## config.mk

```make
export PLATFORM = sky130hd
export DESIGN_NAME = pl_regfile_sb
export DESIGN_NICKNAME = d
export VERILOG_FILES = /design/src/rtl/pl_regfile_sb.sv
export SDC_FILE = /design/constraint.sdc
export NUM_CORES = 2
export LEC_CHECK = 0
export CORE_UTILIZATION = 48
export DETAILED_ROUTE_END_ITERATION = 8
export GPL_TIMING_DRIVEN = 0
export PLACE_DENSITY = 0.67
export SYNTH_ARGS = -nofsm -noshare
export SYNTH_HDL_FRONTEND = slang
export SYNTH_SLANG_ARGS = --single-unit
export TNS_END_PERCENT = 30
```

## constraint.sdc

```tcl
create_clock -name clk -period 6.74 [get_ports clk]
set_clock_uncertainty 0.05 [all_clocks]
set_input_delay 1.011 -clock clk [delete_from_list [all_inputs] [get_ports clk]]
set_output_delay 1.011 -clock clk [all_outputs]
set_load 0.01 [all_outputs]
```

## src/rtl/pl_regfile_sb.sv

```systemverilog
// Pipelined register file with write-through bypass, trigger flag, debug tap and busy-bit scoreboard.
// Optional macro REGFILE_BYPASS_EN enables the write-through bypass and the same-cycle hazard clear.
module pl_regfile_sb #(
  parameter int WAD      = 5,
  parameter int WD       = 32,
  parameter int TRIG_REG = 5,
  parameter int DBG_REG  = 10
) (
  input  logic           clk,
  input  logic           rst,
  input  logic           RegWrite,
  input  logic [WAD-1:0] AdInReg,
  input  logic [WD-1:0]  DInReg,
  input  logic           TRIGGER,
  input  logic [WAD-1:0] AdOutReg1,
  input  logic [WAD-1:0] AdOutReg2,
  output logic [WD-1:0]  DOutReg1,
  output logic [WD-1:0]  DOutReg2,
  input  logic           IssueValid,
  input  logic [WAD-1:0] IssueRd,
  output logic           Stall,
  output logic [WAD:0]   Pending,
  output logic [WD-1:0]  dbg
);

  localparam int             DEPTH  = 2 ** WAD;
  localparam logic [WAD-1:0] TRIG_A = WAD'(TRIG_REG);
  localparam logic [WAD-1:0] DBG_A  = WAD'(DBG_REG);

  logic [WD-1:0]    regs_q [DEPTH];
  logic [WD-1:0]    regs_d [DEPTH];
  logic [DEPTH-1:0] busy_q, busy_d;
  logic [WAD:0]     pending_q, pending_d;

  logic wr_en, hazard1, hazard2, issue_acc;

  assign wr_en = RegWrite && (AdInReg != '0);

  // Read ports; address 0 is hard-wired to zero regardless of stored contents.
  always_comb begin
    DOutReg1 = regs_q[AdOutReg1];
    DOutReg2 = regs_q[AdOutReg2];
`ifdef REGFILE_BYPASS_EN
    if (wr_en && (AdInReg == AdOutReg1)) DOutReg1 = DInReg;
    if (wr_en && (AdInReg == AdOutReg2)) DOutReg2 = DInReg;
`endif
    if (AdOutReg1 == '0) DOutReg1 = '0;
    if (AdOutReg2 == '0) DOutReg2 = '0;
  end

  always_comb begin
`ifdef REGFILE_BYPASS_EN
    hazard1 = busy_q[AdOutReg1] && !(RegWrite && (AdInReg == AdOutReg1));
    hazard2 = busy_q[AdOutReg2] && !(RegWrite && (AdInReg == AdOutReg2));
`else
    hazard1 = busy_q[AdOutReg1];
    hazard2 = busy_q[AdOutReg2];
`endif
  end

  assign Stall     = IssueValid && (hazard1 || hazard2);
  assign issue_acc = IssueValid && !Stall;

  // Writeback clears before issue sets, so a same-cycle reissue keeps the register busy.
  always_comb begin
    regs_d = regs_q;
    busy_d = busy_q;
    if (wr_en) begin
      regs_d[AdInReg] = DInReg;
      busy_d[AdInReg] = 1'b0;
    end
    if (TRIGGER) regs_d[TRIG_A] = WD'(1);
    if (issue_acc && (IssueRd != '0)) busy_d[IssueRd] = 1'b1;
    busy_d[0] = 1'b0;
    pending_d = '0;
    for (int i = 0; i < DEPTH; i++) pending_d = pending_d + (WAD+1)'(busy_d[i]);
  end

  always_ff @(posedge clk) begin
    if (rst) begin
      for (int i = 0; i < DEPTH; i++) regs_q[i] <= '0;
      busy_q    <= '0;
      pending_q <= '0;
    end else begin
      for (int i = 0; i < DEPTH; i++) regs_q[i] <= regs_d[i];
      busy_q    <= busy_d;
      pending_q <= pending_d;
    end
  end

  assign Pending = pending_q;
  assign dbg     = regs_q[DBG_A];

endmodule

```

-- Yosys cells after proc, flatten, opt, wreduce, memory -nomap -nowiden
Index checks and enable logic that the tools add are counted.
- add/sub/neg operators: 30
- multiplexer cells: 23
- reductions and logical operators: 15
- order comparisons: 10
- bitwise logic cells: 6
- operators by type and width (operator ; number):
    $bwmux 1024 ; 1
    $mux 833 ; 1
    $bmux 32 s5 ; 2
    $mux 32 ; 9
    $demux 32 s5 ; 1
    $add 6x1->6 ; 25
    $and 32x32->32 ; 1
    $not 32->32 ; 1
    $or 32x32->32 ; 1
    $lt 5x6->1 const B ; 4
    $ge 6x6->1 const B ; 3
    $not 5->6 ; 3
    $bmux 1 s5 ; 2
    $demux 1 s5 ; 2
    $ge 5x1->1 const B ; 2
    $logic_not 5->1 ; 2
    $reduce_bool 5->1 ; 2
    $logic_and 1x1->1 ; 7
    $add 5x1->6 ; 1
    $lt 6x1->1 const B ; 1
    $add 4x1->5 ; 1
    $mux 1 ; 5
    $add 3x1->4 ; 1
    $add 2x1->3 ; 1
    5 further kinds ; 5
- bits in registers: 1062
- output and inout bits: 103

-- Logic depth before layout (Yosys ltp)
- word-level depth: 39
- gate-level depth with buffers: 28
- depth with buffers taken out: 24

-- Least setup slack after synthesis
No wires, ideal clock.
- path kind: input port to flip-flop
- start point: input AdOutReg2[1]
- end point: register pending_q[4] (netlist: Pending[4])
- path slack: -0.627 ns
- setup time: 0.128 ns
- data required time: 6.562 ns
- buffers on the path: 2
- data arrival time: 7.189 ns
- stages: 25
- cells stage by stage: buf_6 -> mux2_4 -> a2111o_1 -> o211ai_2 -> a22oi_2 -> nor4_2 -> buf_2 -> a32oi_1 -> fa_1 -> fa_1 -> fa_1 -> inv_1 -> fa_1 -> inv_1 -> fa_1 -> inv_1 -> fa_1 -> inv_1 -> fa_1 -> inv_1 -> fa_1 -> a21o_1 -> a21oi_1 -> xor2_1 -> nor2_1
- longest elaborated chain between the ends: 38
- ends and longest elaborated chain (what ; RTL line ; RTL):
    start, declared ; 16 ; input logic [WAD-1:0] AdOutReg2,
    $bmux 1 s5 * ; 57 ; hazard2 = busy_q[AdOutReg2];
    $mux 1 (implied by the code) * ; 57 ;
    $logic_or 1x1->1 * ; 61 ; assign Stall = IssueValid && (hazard1 || hazard2);
    $logic_and 1x1->1 * ; 61 ;
    $logic_not 1->1 * ; 62 ; assign issue_acc = IssueValid && !Stall;
    $logic_and 1x1->1 * ; 62 ;
    $logic_and 1x1->1 * ; 73 ; if (issue_acc && (IssueRd != '0)) busy_d[IssueRd] = 1'b1;
    $mux 32 * ; 73 ;
    $add 1x1->2 ; 76 ; for (int i = 0; i < DEPTH; i++) pending_d = pending_d + (WAD+1)'(busy_d[i]);
    $add 2x1->3 ; 76 ;
    $add 3x1->4 ; 76 ;
    $add 4x1->5 ; 76 ;
    $add 5x1->6 ; 76 ;
    $add 6x1->6 (24 in a row) ; 76 ;
    $add 6x1->6 * ; 76 ;
    end signal, assigned ; 87 ; pending_q <= pending_d;
    end, declared ; 33 ; logic [WAD:0] pending_q, pending_d;
Mark *: on every way between the ends. The rest lies on a longest branch, timed or not. The select of a mux whose other input is x is not followed.
A chain may end at the register's enable or synchronous reset.

-- Worst setup path after layout
- start point: input AdOutReg1[1]
- end point: output DOutReg1[2]
- longest elaborated chain between the ends: 5
- elaborated cells between the ends (all ways): 6
- classes of those cells: mux: 4; bitwise: 1; reduce/logical: 1
- ends and longest elaborated chain (what ; RTL line ; RTL):
    start, declared ; 15 ; input logic [WAD-1:0] AdOutReg1,
    $not 5->6 (implied by the code) ; 41 ; DOutReg1 = regs_q[AdOutReg1];
    $bmux 32 s5 ; 41 ;
    $mux 32 (implied by the code) (2 in a row) ; 41 ;
    $mux 32 * ; 47 ; if (AdOutReg1 == '0) DOutReg1 = '0;
    end, declared ; 17 ; output logic [WD-1:0] DOutReg1,
Marked as above.

==> flow_metrics.tcl <==
set metrics [dict create \
    synth.cell_area_sq_um 54900 \
    path_clk_slew_ns 0.06 \
    drtAntennaViolNets 0 \
    ys.flop_type "dfxtp_1" \
    hold_viol 0 \
    synthTopCellsByArea "dfxtp_1 39%, mux4_2 22%, nand2_1 14%, a21oi_1 9.2%, mux2i_1 4.0%" \
    cts_hold_buf 0 \
    finalWorstSetupSlack_ns -0.161 \
    synth_common_cells "2090 x nand2_1, 1061 x dfxtp_1, 1013 x a21oi_1, 525 x mux4_2, 486 x clkbuf_1" \
    core_region_area_sq_um 113000 \
    fp.dieW_um 340 \
    cap_violations 4 \
    num_vias 53300 \
    arrival_ns 5.84 \
    synth.largest_area_cell "dfxtp_1" \
    critPathBufInv 5 \
    syn_to_final_growth_pct 14.6 \
    syn_nets 6157 \
    drcViolationCount 1 \
    finalSetupViolCount 5 \
    root_buffer "clkbuf_16" \
    placed_area_sq_um 58300 \
    start_kind "primary input" \
    crit_type "in2out" \
    fillers 10400 \
    via_per_inst 6.70 \
    wirelength_um 274000 \
    grt_max_degree 17 \
    synth_edf_count 0 \
    stdcell_area_sq_um 62900 \
    globalplace.congestion 1.05 \
    violations "design-rule violations, max-capacitance violations, max-slew violations, negative setup slack" \
    timing.fmax_mhz 145 \
    slew_viol_final 39 \
    ys_ff_latch 1061 \
    synth_area_per_cell_sq_um 9.04 \
    nets 6437 \
    timing.final.crit_share 1.02 \
    crit_fanout 10 \
    drt-pass1-iter-count 9 \
    peakVddDrop_mv 0.208 \
    multi_input_area_sq_um 31000 \
    hold_class "reg2reg" \
    dp_hpwl_um 207000 \
    cpPeakStageDelay_ns 1.18 \
    io_pins 160 \
    leakagePower_nw 20.8 \
    die_h_um 340 \
    critPathCaptureType "primary output" \
    worst_slew_pin_slew_ns 1.67 \
    power.density_nw_per_um2 237 \
    worstPathRequired_ns 5.68 \
    clock_path_buffers 3 \
    rsz0062_at_grt "true" \
    tns_ns -0.358 \
    drt_iter0_drc 9264 \
    clock_latency_ns 0.77 \
    yosysSeqAreaShare 0.387 \
    critPathTopFamily "buffers and inverters" \
    fp-row-count 123 \
    crit_path_top_delay_cell "clkbuf_1" \
    syn_inst 6070 \
    cts_made_buffers 117 \
    ys_types 57 \
    die-area_sq_um 116000 \
    layout-drive-gt1-share 0.159 \
    relSlewSlack -0.114 \
    grt_pass1_wl_um 373000 \
    clock_sinks 1061 \
    wl_per_cell_um 34.4 \
    yosys_warnings 0 \
    layout.area.seq_sq_um 21200 \
    pre_cts_ws_ns -1.98 \
    grt_pass1_vias 49100 \
    numPortBuffers 149 \
    path_cells "clkbuf_4 -> buf_2 -> buf_2 -> clkbuf_1 -> mux4_2 -> mux2_2 -> a21oi_1 -> nor3_1 -> clkdlybuf4s50_1" \
    finalCriticalPeriod_ns 6.90 \
    antenna_found_initial 20 \
    initial_core_util 0.486 \
    yosysMostFrequentCell "nand2_1" \
    htreeDepth 3 \
    track_usage 0.462 \
    critPathMostFrequentCell "buf_2" \
    async_flop_share 0 \
    synth_top_area_share 0.387 \
    cts_tree "built" \
    grt-ovfl-total 0 \
    outcome "finished with violations" \
]
-- what timing repair did --
action | CTS | global route
resized for setup | 70 | 45
buffers inserted | 6 | 10
endpoints found under the setup margin | 6 | 5
hold endpoints to repair | 0 | 0
gates cloned | 0 | 0
pin swaps | 8 | 16
-- where the power goes --
group	leakage [nW]	switching (mW)	internal (mW)
Sequential	8.55	0.0383	6.32
Combinational	10.3	1.12	0.419
Clock	1.99	2.93	4.09
-- layout by cell type, fill, tap and decap left out, drive strengths merged, types with 16 or more instances in the layout --
| master | instances |
|---|---|
| mux2 | 50 |
| diode | 16 |
| o221ai | 23 |
| a21oi | 1013 |
| nor3 | 29 |
| nor2b | 47 |
| buf | 178 |
| nor2 | 85 |
| a221oi | 30 |
| a211o | 19 |
| mux2i | 220 |
| fa | 23 |
| clkinv | 23 |
| clkbuf | 639 |
| nand2 | 2090 |
| clkdlybuf4s50 | 141 |
| dfxtp | 1061 |
| inv | 39 |
| a32oi | 18 |
| o22ai | 49 |
| bufinv | 18 |
| mux4 | 525 |
-- final timing paths --
| check | from | end | slack (ns) | cells past startpoint |
|---|---|---|---|---|
| setup / recovery | AdOutReg1[1] | DOutReg1[2] | -0.16 | 9 |
| hold / removal | regs_q[300]$_SDFFE_PP0P_ | regs_q[300]$_SDFFE_PP0P_ | 0.42 | 2 |
| setup reg to reg | busy_q[18]$_SDFF_PP0_ | Pending[4]$_SDFF_PP0_ | 0.20 | 23 |
| hold reg to reg | regs_q[300]$_SDFFE_PP0P_ | regs_q[300]$_SDFFE_PP0P_ | 0.42 | 2 |
-- per-layer routing --
layer,wire length [um],GRT usage,vias to the layer above
met5,108,0,-
met4,25600,0.357,16
met3,39600,0.164,1155
met2,113000,0.663,4406
met1,94900,0.567,25900
li1,-,-,21800
-- tightest hold or removal path, delay by kind of cell, from the launching register on --
kind            cells  cell delay [ns]
simple gates        1             0.05
compound gates      1             0.05
flops               1             0.32
-- area by class of cell --
cell class / count / area share
Inverter: 35 / 0.00209
Clock inverter: 50 / 0.0127
Timing Repair Buffer: 167 / 0.0265
Buffer: 637 / 0.0460
Clock buffer: 159 / 0.0521
Multi-Input combinational cell: 4331 / 0.492
Tap cell: 1500 / 0.0298
Sequential cell: 1061 / 0.338
Antenna cell: 16 / 0.000637
-- per-stage QoR --
stage | total power [mW] | std cells | util | hold slack (ns)
2_1_floorplan | 7.23 | 6070 | - | 0.393
5_1_grt | 15.1 | 7941 | 0.556 | 0.433
3_5_place_dp | 7.91 | 7720 | 0.517 | 0.407
4_1_cts | 14.7 | 7931 | 0.555 | 0.416
6_report | 14.9 | 7956 | 0.557 | 0.416
3_3_place_gp | 7.90 | 7719 | 0.516 | 0.398
-- kinds of logic (layout without fill, tap and decap cells) --
family	after synthesis	in the layout	synth area share
mux	795	795	0.266
buf+inv	678	1048	0.0527
fa+ha+maj	30	30	0.00998
simple gates	2307	2307	0.164
compound gates	1196	1196	0.120
flops	1061	1061	0.387
xor+xnor	3	3	0.000479
other cells	0	16	0
-- state kept, by name, summed over array words and instances, names as in the netlist --
signal / count
regs_q: 992
dbg: 32
busy_q: 31
Pending: 6
Note: power is estimated with default switching activity, not from simulation.
